**src/rtl/seven_seg_pkg.sv**
```systemverilog
// Shared 7-segment constants and the BCD-to-segment encoder used by seven_seg_digit.
// Codes are common-anode (0 = lit), bit order {dp,g,f,e,d,c,b,a}.
package seven_seg_pkg;

    localparam int SEG_DP_BIT = 7;

    localparam logic [7:0] SEG_TABLE [0:9] = '{
        8'hC0, 8'hF9, 8'hA4, 8'hB0, 8'h99,
        8'h92, 8'h82, 8'hF8, 8'h80, 8'h90
    };

    localparam logic [7:0] SEG_DASH  = 8'hBF;
    localparam logic [7:0] SEG_BLANK = 8'hFF;

    // Any non-decimal code renders as a dash, which is how out-of-range fields surface.
    function automatic logic [7:0] seg_encode(input logic [3:0] bcd, input logic dp_on);
        logic [7:0] code;
        if (bcd <= 4'd9) begin
            code = SEG_TABLE[bcd];
        end else begin
            code = SEG_DASH;
        end
        if (dp_on) begin
            code[SEG_DP_BIT] = 1'b0;
        end
        return code;
    endfunction

endpackage

```
**src/rtl/seven_seg_digit.sv**
```systemverilog
// One display digit: 4-bit BCD plus decimal-point request to an active-low segment code.
module seven_seg_digit
    import seven_seg_pkg::*;
(
    input  logic [3:0] bcd,
    input  logic       dp_on,
    output logic [7:0] code
);

    assign code = seg_encode(bcd, dp_on);

endmodule

```
**src/rtl/seven_seg_encoder.sv**
```systemverilog
// Stopwatch mm:ss.hh to six registered 7-segment codes, one clk of latency.
// Optional build macro SEG_LEADING_ZERO_BLANK_EN blanks a leading zero on the minutes tens digit.
module seven_seg_encoder
    import seven_seg_pkg::*;
#(
    parameter int ACTIVE_LOW = 1
) (
    input  logic       clk,
    input  logic       rst,
    input  logic [6:0] mins_in,
    input  logic [5:0] secs_in,
    input  logic [6:0] decs_in,
    output logic [7:0] mins_10,
    output logic [7:0] min_1,
    output logic [7:0] secs_10,
    output logic [7:0] sec_1,
    output logic [7:0] tenths,
    output logic [7:0] hundredths
);

    localparam logic [3:0] BCD_BAD = 4'hF;

    logic       mins_bad, secs_bad, decs_bad;
    logic [3:0] mins_t, mins_u, secs_t, secs_u, decs_t, decs_u;
    logic [7:0] mins_t_code, mins_u_code, secs_t_code, secs_u_code, decs_t_code, decs_u_code;
    logic [7:0] mins_t_sel;

    function automatic logic [7:0] polarity(input logic [7:0] c);
        return (ACTIVE_LOW != 0) ? c : ~c;
    endfunction

    assign mins_bad = (mins_in > 7'd99);
    assign secs_bad = (secs_in > 6'd59);
    assign decs_bad = (decs_in > 7'd99);

    // An out-of-range field forces both of its digits to a non-decimal code, i.e. dash.
    assign mins_t = mins_bad ? BCD_BAD : 4'(mins_in / 7'd10);
    assign mins_u = mins_bad ? BCD_BAD : 4'(mins_in % 7'd10);
    assign secs_t = secs_bad ? BCD_BAD : 4'(secs_in / 6'd10);
    assign secs_u = secs_bad ? BCD_BAD : 4'(secs_in % 6'd10);
    assign decs_t = decs_bad ? BCD_BAD : 4'(decs_in / 7'd10);
    assign decs_u = decs_bad ? BCD_BAD : 4'(decs_in % 7'd10);

    seven_seg_digit u_mins_t (.bcd(mins_t), .dp_on(1'b0), .code(mins_t_code));
    seven_seg_digit u_mins_u (.bcd(mins_u), .dp_on(1'b1), .code(mins_u_code));
    seven_seg_digit u_secs_t (.bcd(secs_t), .dp_on(1'b0), .code(secs_t_code));
    seven_seg_digit u_secs_u (.bcd(secs_u), .dp_on(1'b1), .code(secs_u_code));
    seven_seg_digit u_decs_t (.bcd(decs_t), .dp_on(1'b0), .code(decs_t_code));
    seven_seg_digit u_decs_u (.bcd(decs_u), .dp_on(1'b0), .code(decs_u_code));

`ifdef SEG_LEADING_ZERO_BLANK_EN
    assign mins_t_sel = (mins_t == 4'd0) ? SEG_BLANK : mins_t_code;
`else
    assign mins_t_sel = mins_t_code;
`endif

    always_ff @(posedge clk) begin
        if (rst) begin
            mins_10    <= polarity(SEG_BLANK);
            min_1      <= polarity(SEG_BLANK);
            secs_10    <= polarity(SEG_BLANK);
            sec_1      <= polarity(SEG_BLANK);
            tenths     <= polarity(SEG_BLANK);
            hundredths <= polarity(SEG_BLANK);
        end else begin
            mins_10    <= polarity(mins_t_sel);
            min_1      <= polarity(mins_u_code);
            secs_10    <= polarity(secs_t_code);
            sec_1      <= polarity(secs_u_code);
            tenths     <= polarity(decs_t_code);
            hundredths <= polarity(decs_u_code);
        end
    end

endmodule

```
**config.mk**
```make
export PLATFORM = sky130hd
export DESIGN_NAME = seven_seg_encoder
export DESIGN_NICKNAME = d
export VERILOG_FILES = /design/src/rtl/seven_seg_pkg.sv /design/src/rtl/seven_seg_digit.sv /design/src/rtl/seven_seg_encoder.sv
export SDC_FILE = /design/constraint.sdc
export NUM_CORES = 1
export LEC_CHECK = 0
export ABC_AREA = 1
export CAP_MARGIN = 15
export CORE_ASPECT_RATIO = 1.25
export CORE_MARGIN = 3
export CORE_UTILIZATION = 46
export DETAILED_ROUTE_END_ITERATION = 6
export HOLD_SLACK_MARGIN = 0.1
export MAX_ROUTING_LAYER = met4
export PLACE_DENSITY_LB_ADDON = 0.25
export SLEW_MARGIN = 20
export SYNTH_ARGS = -nofsm -noshare
export SYNTH_HDL_FRONTEND = slang
export SYNTH_SLANG_ARGS = --single-unit
```
**constraint.sdc**
```tcl
create_clock -name clk -period 3.1 [get_ports clk]
set_input_delay 0.62 -clock clk [delete_from_list [all_inputs] [get_ports clk]]
set_output_delay 0.62 -clock clk [all_outputs]
set_load 0.02 [all_outputs]
```
==> impl_metrics.csv <==
group,metric,value,unit
worst_setup_path,slowest_delay,0.21,ns
timing,slew_headroom,0.606,
timing,worstMarginPinSlew,0.590,ns
power_and_ir_drop,totalPowerFinal,2.41,mW
placement,globalplace.congestion,0.893,
global_routing,grt_max_degree,14,
synthesis,yosys_warnings,0,
global_routing,grtUsageTotal,0.222,
min_path,min-delay-start,"mins_in[4]",
detailed_routing,drt_iter0_markers,101,
synthesis,synthArstFlopShare,0,
finish,final_core_util,0.814,
cts,clockBufferDepth,2,
floorplan,die_h,98.2,µm
cts,clkSlewWorstSetupHoldPaths,0.07,ns
cts,cts_root_buf,"clkbuf_8",
synthesis,ys_seq_elements,43,
synthesis,syn_area,3130,µm²
worst_setup_path,path_common_cell,"nand2_4",
cts,cts_made_buffers,5,
finish,syn_to_final_growth,70.6,%
finish,final_cell_area,5340,µm²
worst_setup_path,path_buf_inv,8,
min_path,holdPathStages,5,
worst_setup_path,cp_top_family,"simple AND/OR/NAND/NOR gates",
detailed_routing,firstDrtPassIters,4,
detailed_routing,ant_nets,0,
placement,port_buffers,65,
timing,setup_viol,14,
global_routing,antenna_found_initial,0,
timing,hold_viol_final,0,
detailed_routing,wl_per_cell,13.1,µm
finish,drive_gt1_frac,0.423,
power_and_ir_drop,power_density,451,nW/µm²
finish,diodes,0,
global_routing,grt_pass1_vias,3415,
floorplan,row_count,33,
synthesis,syn_area_per_cell,6.97,µm²
timing,max_clock_freq,301,MHz
detailed_routing,vias_per_cell,4.86,
placement,dp.cells,687,
detailed_routing,dr_total_vias,3551,
synthesis,synth_edf_count,0,
job,drv_cap,0,
finish,nets,701,
worst_setup_path,required,3.27,ns
detailed_routing,wirelength,9.56,mm
power_and_ir_drop,peakVddDrop,207,µV
run_status,violations,"setup timing",
cts,cts_tree,"yes",
placement,place_area,4610,µm²
global_routing,overflow,0,
min_path,min_to,"mins_10[5]",
floorplan,num_io_pins,70,
cts,ctsHtreeMaxLevel,2,
finish,layout_common_cells,"buf_4 (121), nand2_1 (104), clkdlybuf4s50_1 (55), inv_1 (49), dfxtp_1 (43)",
finish,final_common_cell,"buf_4",
timing,finalMaxSlewViolations,0,
timing,whs,0.814,ns
floorplan,start_util,0.477,
synthesis,yosys_most_used_dff,"dfxtp_1",
worst_setup_path,critPathSlowestCell,"o21ai_4",
worst_setup_path,critPathLaunchType,"input port",
placement,place_ws,-0.904,ns
min_path,hp-class,"input port to flop",
finish,instances_no_fill,730,
placement,dp.final_hpwl,6.27,mm
synthesis,seq_area_frac_synth,0.275,
timing,min_period_over_period,1.07,
run_status,status,"finished, violations left",
power_and_ir_drop,leakage,2.71,nW
worst_setup_path,criticalPathCategory,"input port to flop",
cts,clock_sinks,43,
worst_setup_path,crit_fanout,6,
detailed_routing,drc,0,
timing,layout_setup_ws,-0.220,ns
synthesis,synth_cell_types,33,
floorplan,dieWidth,79.8,µm
synthesis,netlist_instances,449,
floorplan,core,6570,µm²
worst_setup_path,worstPathArrival,3.49,ns
global_routing,grt_first_pass_wirelength,13.9,mm
timing,rsz0062_at_grt,"true",
timing,fin_tns_setup,-2.01,ns
worst_setup_path,cp-end-kind,"flop",
timing,fin_crit,3.32,ns
floorplan,dieArea,7840,µm²
==> repair_timing <==
| item | CTS | global route |
|---|---|---|
| hold buffers | 0 | 0 |
| setup buffers | 21 | 16 |
| resized for setup | 58 | 87 |
| endpoints found under the hold margin | 0 | 0 |
| pin swaps | 32 | 53 |
| setup endpoints to repair | 28 | 39 |
==> cell usage after synthesis, types with 2 or more instances <==
master / n / area (µm²)
clkinv_1: 2 / 7.51
nand2_4: 4 / 45.0
dfxtp_1: 43 / 861
buf_4: 5 / 37.5
nor2_2: 4 / 25.0
or2_0: 2 / 12.5
nand2_1: 126 / 473
or2_2: 5 / 31.3
nand3_2: 12 / 120
a21oi_1: 7 / 35.0
inv_2: 9 / 33.8
ha_1: 37 / 463
nor2_1: 24 / 90.1
nand4_1: 9 / 56.3
nor3_1: 3 / 15.0
o21ai_1: 8 / 40.0
inv_1: 65 / 244
nand3_1: 29 / 145
o211ai_1: 4 / 30.0
a21oi_4: 2 / 32.5
nand4_2: 2 / 25.0
nand2_2: 14 / 87.6
o21ai_0: 19 / 95.1
a21oi_2: 3 / 26.3
o21ai_2: 3 / 26.3
==> how the worst max path moves through the flow <==
stage,from,end,cells past startpoint
finish,decs_in[5],tenths[4],26
global placement,decs_in[5],hundredths[0],28
floorplan,decs_in[5],hundredths[0],28
global route,decs_in[5],tenths[4],26
detailed placement,decs_in[4],hundredths[5],28
CTS,decs_in[5],hundredths[5],28
==> area by class of cell <==
cell class                      count  area, µm²
Multi-Input combinational cell    327       2380
Inverter                           77        317
Tap cell                           87        109
Clock inverter                      2       12.5
Sequential cell                    43        861
Fill cell                         427       1220
Timing Repair Buffer              188       1590
Clock buffer                        6       72.6
==> worst min-delay path: stages <==
cell,delay (ns)
buf_4,0.11
o21ai_4,0.07
buf_4,0.15
nand2_1,0.06
nand2_1,0.04
==> layer usage <==
metal	vias to the layer above	global-route usage	routed length (µm)
li1	1800	-	-
met1	1636	0.216	3590
met2	79	0.428	5350
met3	36	0.0231	218
met4	0	0.0975	398
met5	-	-	0
==> sequential cells by signal, summed over array words and instances, names as in the netlist <==
name	count
mins_10	7
hundredths	7
min_1	8
secs_10	7
tenths	7
sec_1	7
==> logic make-up after synthesis <==
| logic type | count (synthesis) | share of synthesized area |
|---|---|---|
| buf+inv | 82 | 0.105 |
| fa+ha+maj | 37 | 0.148 |
| xor+xnor | 1 | 0.00280 |
| compound gates | 48 | 0.0967 |
| flops | 43 | 0.275 |
| other cells | 1 | 0.00120 |
| simple gates | 237 | 0.371 |
==> power by group <==
part / switching, mW / internal [mW]
registers: 0.0267 / 0.642
clock network: 0.189 / 0.158
logic: 0.746 / 0.649
Power figures use the tool's default switching activity.
